[src/rtl/position_sample_fifo.sv]
// First-word-fall-through FIFO of demodulated QPD position records {seq, x1, x2}.
// Every tick consumes a sequence number, so gaps in seq_o expose dropped samples.
module position_sample_fifo #(
  parameter int DEPTH  = 16,
  parameter int DATA_W = 24
) (
  input  logic                       clk_i,
  input  logic                       reset_i,
  input  logic                       tick_i,
  input  logic signed [DATA_W-1:0]   x1_i,
  input  logic signed [DATA_W-1:0]   x2_i,
  input  logic                       clear_i,
  output logic                       valid_o,
  input  logic                       ready_i,
  output logic [31:0]                seq_o,
  output logic signed [DATA_W-1:0]   x1_o,
  output logic signed [DATA_W-1:0]   x2_o,
  output logic [$clog2(DEPTH):0]     level_o,
  output logic [15:0]                overflow_o
);

  localparam int AW = $clog2(DEPTH);
  localparam logic [AW:0] PTR_ONE = {{AW{1'b0}}, 1'b1};

  typedef struct packed {
    logic [31:0]               seq;
    logic signed [DATA_W-1:0]  x1;
    logic signed [DATA_W-1:0]  x2;
  } rec_t;

  function automatic logic [15:0] sat_inc16(input logic [15:0] v);
    return (v == 16'hFFFF) ? v : v + 16'd1;
  endfunction

  rec_t        mem_q [DEPTH];
  rec_t        head_q, head_d, in_rec;
  logic [AW:0] wr_q, wr_d, rd_q, rd_d, rd_next, level;
  logic [31:0] seq_q, seq_d;
  logic [15:0] ovf_q, ovf_d;
  logic        empty, full, pop, push, drop;

  assign in_rec  = '{seq: seq_q, x1: x1_i, x2: x2_i};
  assign level   = wr_q - rd_q;
  assign empty   = (wr_q == rd_q);
  assign full    = (wr_q[AW-1:0] == rd_q[AW-1:0]) && (wr_q[AW] != rd_q[AW]);
  assign pop     = !empty && ready_i;
  assign push    = tick_i && (!full || pop);
  assign drop    = tick_i && full && !pop;
  assign rd_next = rd_q + PTR_ONE;

  always_comb begin
    wr_d   = wr_q;
    rd_d   = rd_q;
    ovf_d  = ovf_q;
    head_d = head_q;
    seq_d  = seq_q + {31'd0, tick_i};
    if (clear_i) begin
      wr_d  = '0;
      rd_d  = '0;
      ovf_d = '0;
    end else begin
      if (push) wr_d = wr_q + PTR_ONE;
      if (pop)  rd_d = rd_next;
      if (drop) ovf_d = sat_inc16(ovf_q);
      // Head register is preloaded so the read path adds no latency: it takes the
      // next stored record, or the incoming sample when that becomes the head.
      if (pop && level != PTR_ONE)
        head_d = mem_q[rd_next[AW-1:0]];
      else if (push && (empty || pop))
        head_d = in_rec;
    end
  end

  always_ff @(posedge clk_i) begin
    if (reset_i) begin
      wr_q   <= '0;
      rd_q   <= '0;
      seq_q  <= '0;
      ovf_q  <= '0;
      head_q <= '0;
    end else begin
      wr_q   <= wr_d;
      rd_q   <= rd_d;
      seq_q  <= seq_d;
      ovf_q  <= ovf_d;
      head_q <= head_d;
    end
  end

  always_ff @(posedge clk_i) begin
    if (push && !clear_i) mem_q[wr_q[AW-1:0]] <= in_rec;
  end

  assign valid_o    = !empty;
  assign level_o    = level;
  assign overflow_o = ovf_q;
  assign seq_o      = head_q.seq;
  assign x1_o       = head_q.x1;
  assign x2_o       = head_q.x2;

endmodule

[config.mk]
export PLATFORM = sky130hd
export DESIGN_NAME = position_sample_fifo
export DESIGN_NICKNAME = d
export VERILOG_FILES = /design/src/rtl/position_sample_fifo.sv
export SDC_FILE = /design/constraint.sdc
export NUM_CORES = 2
export LEC_CHECK = 0
export CAP_MARGIN = 5
export CORE_MARGIN = 5
export CORE_UTILIZATION = 55
export DETAILED_ROUTE_END_ITERATION = 16
export PLACE_DENSITY = 0.7
export SYNTH_ARGS = -nofsm -noshare
export SYNTH_HDL_FRONTEND = slang
export SYNTH_SLANG_ARGS = --single-unit
[constraint.sdc]
create_clock -name clk_i -period 24.7 [get_ports clk_i]
set_clock_uncertainty 0.15 [all_clocks]
set_input_delay 4.94 -clock clk_i [delete_from_list [all_inputs] [get_ports clk_i]]
set_output_delay 4.94 -clock clk_i [all_outputs]
set_load 0.01 [all_outputs]
[Word level (Yosys, flattened, before mapping)]
Memory sizes are Yosys's and may differ from the RTL's.
Index checks and enable logic that the tools add are counted.
Operators by class
  add/sub/neg operators: 5
  reduce and logical (&&, ||, !) cells: 18
  bitwise operators: 2
  muxes and demuxes: 4
  eq/ne operators: 5
Operators with widths (number)
  80-bit two-way mux: 2
  32-bit by 1-bit adder with 32-bit output: 1
  16-bit by 1-bit adder with 16-bit output (second input constant): 1
  16-bit == test (second input constant): 1
  5-bit by 1-bit adder with 5-bit output (second input constant): 2
  1-bit logical AND: 8
  5-bit == test: 1
  5-bit by 1-bit != test with 1-bit output (second input constant): 1
  5-bit subtractor: 1
  4-bit == test: 1
  1-bit zero test: 4
  2-bit AND reduction: 2
  1-bit logical OR: 2
  1-bit two-way mux: 2
  1-bit inverter: 2
  2-bit nonzero test: 1
  2-bit OR reduction: 1
  1-bit != test: 1
Word-level totals
  output and inout port bits: 102
  flip-flop bits (word level): 138
  logic and storage cells: 42
  memory bits (writable): 1280
  memories: 1
  input port bits: 53
Memories
  mem_q: depth 16, bits a word 80, read ports 1, clocked after memory_dff 0, write ports 1, line 35  | rec_t mem_q [DEPTH];

[Depth between registers and ports, before layout]
  depth after elaboration: 8
  mapped depth: 12

[Worst setup path after synthesis]
No wires, ideal clock.
  path kind: input-to-reg
  start: in tick_i
  end: mem mem_q[0][0] in the netlist's numbering, enable pin
  stages on the path: 6
  required time: 23.933 ns
  path buffers: 1
  slack: 12.551 ns
  arrival time: 11.382 ns
  path through: clkbuf_1 -> inv_1 -> a31oi_1 -> nor2b_1 -> nand2_1 -> nor3_1
Between the ends
  cells in the longest elaborated chain, start to end: 4
RTL lines
  start, declared: line 9  | input logic tick_i,
  1-bit logical AND: line 47  | assign push = tick_i && (!full || pop);
  1-bit logical AND: line 91  | if (push && !clear_i) mem_q[wr_q[AW-1:0]] <= in_rec;
  1-bit two-way mux: line 91
  1-bit two-way mux (implied by the code): line 91
  end, declared: line 35
No other way between the ends.

[Final worst setup path]
  start: in tick_i
  end: mem mem_q[1][75] in the netlist's numbering, enable pin
Same word-level chain as after synthesis.

==> metrics <==
CTS root buf clkbuf_16; num ports 155; Syn. warnings 0; commonest non-fill, non-tap cell in the layout edfxtp_1; nets@finish 3,799; Post-synth EDFFs 1,280; final hold vios 0; total number of vias 32,200; hold_buf cts 0; GRT Total Usage 0.257; Syn Nets 3,670; final WL 138,000 µm; worst skew pair latency 0.74 ns; required time worst endpoint 24.91 ns; Data arrival, critical path 9.29 ns; die height 327 µm; status finished, final reports clean; Vias/cell 6.26; Cells after Synth 3,604; Cell Area, Synth 55,200 µm²; clock slew at reported path FFs 0.06 ns; number of distinct library cells after synthesis 48; multi-input logic area 13,200 µm²; # DRC 0; Hold Path Class flop to flop; Finished Cell Area 62,600 µm²; share of cells above drive strength 1 0.116; VDD IR max 0.0613 mV; CTS max path bufs 3; Avg WL per Cell 26.8 µm; hpwl dp 76,000 µm; global-route wire length before repair 206,000 µm; Crit Path Max Fanout 52; period utilization 0.367; Synth async-reset ratio 0; gpl congestion 0.809; CTS Buf Count 139; Max-slew headroom 0.169; placed inst area 58,100 µm²; CTS tree built; Max Clock Freq 110 MHz; max-slew violation count 0; flip-flop and latch count after synthesis 1,418; Most used DFF post-synth edfxtp_1; Setup crit end kind flop; leakage 20.0 nW; PwrDens 77.3 nW/µm²; Port Buffers 154; Routed Antenna Nets 0; Mapped Avg Cell Area 15.3 µm²; RSZ-0062 raised after global routing false; Slew @ Worst Pin 1.24 ns; Worst setup SP type input pin; Resized Gates After CTS 0; most frequent cells in the layout edfxtp_1 (1,280), nand2_1 (772), nand3_1 (187); area grow syn2layout 13.5%; setup bufs post-CTS 0; vias in the first global route 31,700; initial antenna violation count 3; Die W 327 µm; DRT iter0 DRCs 3,848; largest net degree at the start of global routing 180; flip-flop and latch area 41,200 µm²; fill count 7,025; total gr overflow 0; minimum clock period 9.08 ns; CP Class input pin to flop; post-route setup TNS 0 ns; sequential cell area fraction in the yosys report 0.747; final setup vio count 0; core area 99,900 µm²; maxcap violations 0; Sink Count 1,418; fin util 0.627; Initial Utilization 0.552; drt first pass iters 8; Site Rows 116; die area 107,000 µm²; R2R Setup Slk 19.58 ns; H-tree levels 4
==> cells by family (layout without fill, tap and decap cells) <==
group / count (synthesis) / after routing / synth area share
multiplexers: 237 / 237 / 0.0793
AND/OR/NAND/NOR: 1206 / 1206 / 0.0945
flip-flops: 1418 / 1418 / 0.747
adder cells (fa/ha/maj): 13 / 13 / 0.00308
other: 0 / 1 / 0
buffers and inverters: 235 / 475 / 0.0175
XOR/XNOR: 50 / 50 / 0.00794
AO/OA/AOI/OAI: 445 / 445 / 0.0509
==> state kept, by name (all words and copies together), names as in the netlist <==
signal and cells:
mem_q 1280, x1_o 24, overflow_o 16, wr_q 5, x2_o 24, seq_q 32, seq_o 32, rd_q 5
==> critical path, cell delays in order <==
cell	delay (ns)
buf_2	0.08
buf_4	0.60
inv_1	0.32
a31oi_1	0.50
nor2b_1	0.39
nand2_1	0.30
nor3_2	0.89
buf_4	0.55
buf_4	0.65
==> synth_stat cells (15+ instances only) <==
| master | count | area [µm²] |
|---|---|---|
| and3_1 | 48 | 300 |
| nor2_1 | 101 | 379 |
| a21oi_1 | 185 | 926 |
| a41oi_1 | 80 | 701 |
| buf_1 | 18 | 67.6 |
| mux4_2 | 160 | 3600 |
| o21ai_1 | 50 | 250 |
| buf_2 | 62 | 310 |
| nand3_1 | 187 | 936 |
| nand2_1 | 772 | 2900 |
| a31oi_1 | 43 | 269 |
| nand4_1 | 18 | 113 |
| clkbuf_1 | 142 | 533 |
| edfxtp_1 | 1280 | 38400 |
| mux2i_1 | 77 | 771 |
| a22oi_1 | 64 | 480 |
| xor2_1 | 35 | 307 |
| dfxtp_1 | 138 | 2760 |
| nand4b_1 | 26 | 228 |
| xnor2_1 | 15 | 131 |
==> cell type report <==
class / count / area share
Clock buffer: 185 / 0.0612
Multi-Input combinational cell: 1951 / 0.212
Clock inverter: 67 / 0.00988
Tap cell: 1298 / 0.0259
Sequential cell: 1418 / 0.658
Timing Repair Buffer: 211 / 0.0323
Inverter: 12 / 0.000720
Antenna cell: 1 / 0.0000400
==> power breakdown <==
part	internal [mW]	switching [mW]
logic	0.0463	0.0899
registers	2.62	0.0106
clock network	1.20	0.869
total	3.87	0.970
==> metrics by stage <==
step	instances	hold WS, ns	setup WS, ns	power, mW
2_1_floorplan	3604	0.320	12.55	2.74
3_3_place_gp	4890	0.294	15.06	2.81
3_5_place_dp	4890	0.311	14.91	2.82
4_1_cts	5142	0.321	15.61	4.86
5_1_grt	5142	0.345	15.36	4.98
6_report	5143	0.321	15.62	4.84
==> per-layer routing <==
metal	up-vias	GRT usage	share of wire
met4	4	0.0819	0.029
met2	1605	0.429	0.50
met3	239	0.0408	0.084
li1	14000	-	-
met5	-	0	0.00020
met1	16400	0.353	0.39
==> final timing paths <==
check,startpoint,to,cells past startpoint
min,x1_o[7]$_SDFFE_PP0P_,x1_o[7]$_SDFFE_PP0P_,1
max reg2reg,rd_q[2]$_SDFFE_PP0N_,mem_q[1][75]$_DFFE_PP_,9
max,tick_i,mem_q[1][75]$_DFFE_PP_,9
min reg2reg,x1_o[7]$_SDFFE_PP0P_,x1_o[7]$_SDFFE_PP0P_,1
Power figures use the tool's default switching activity.
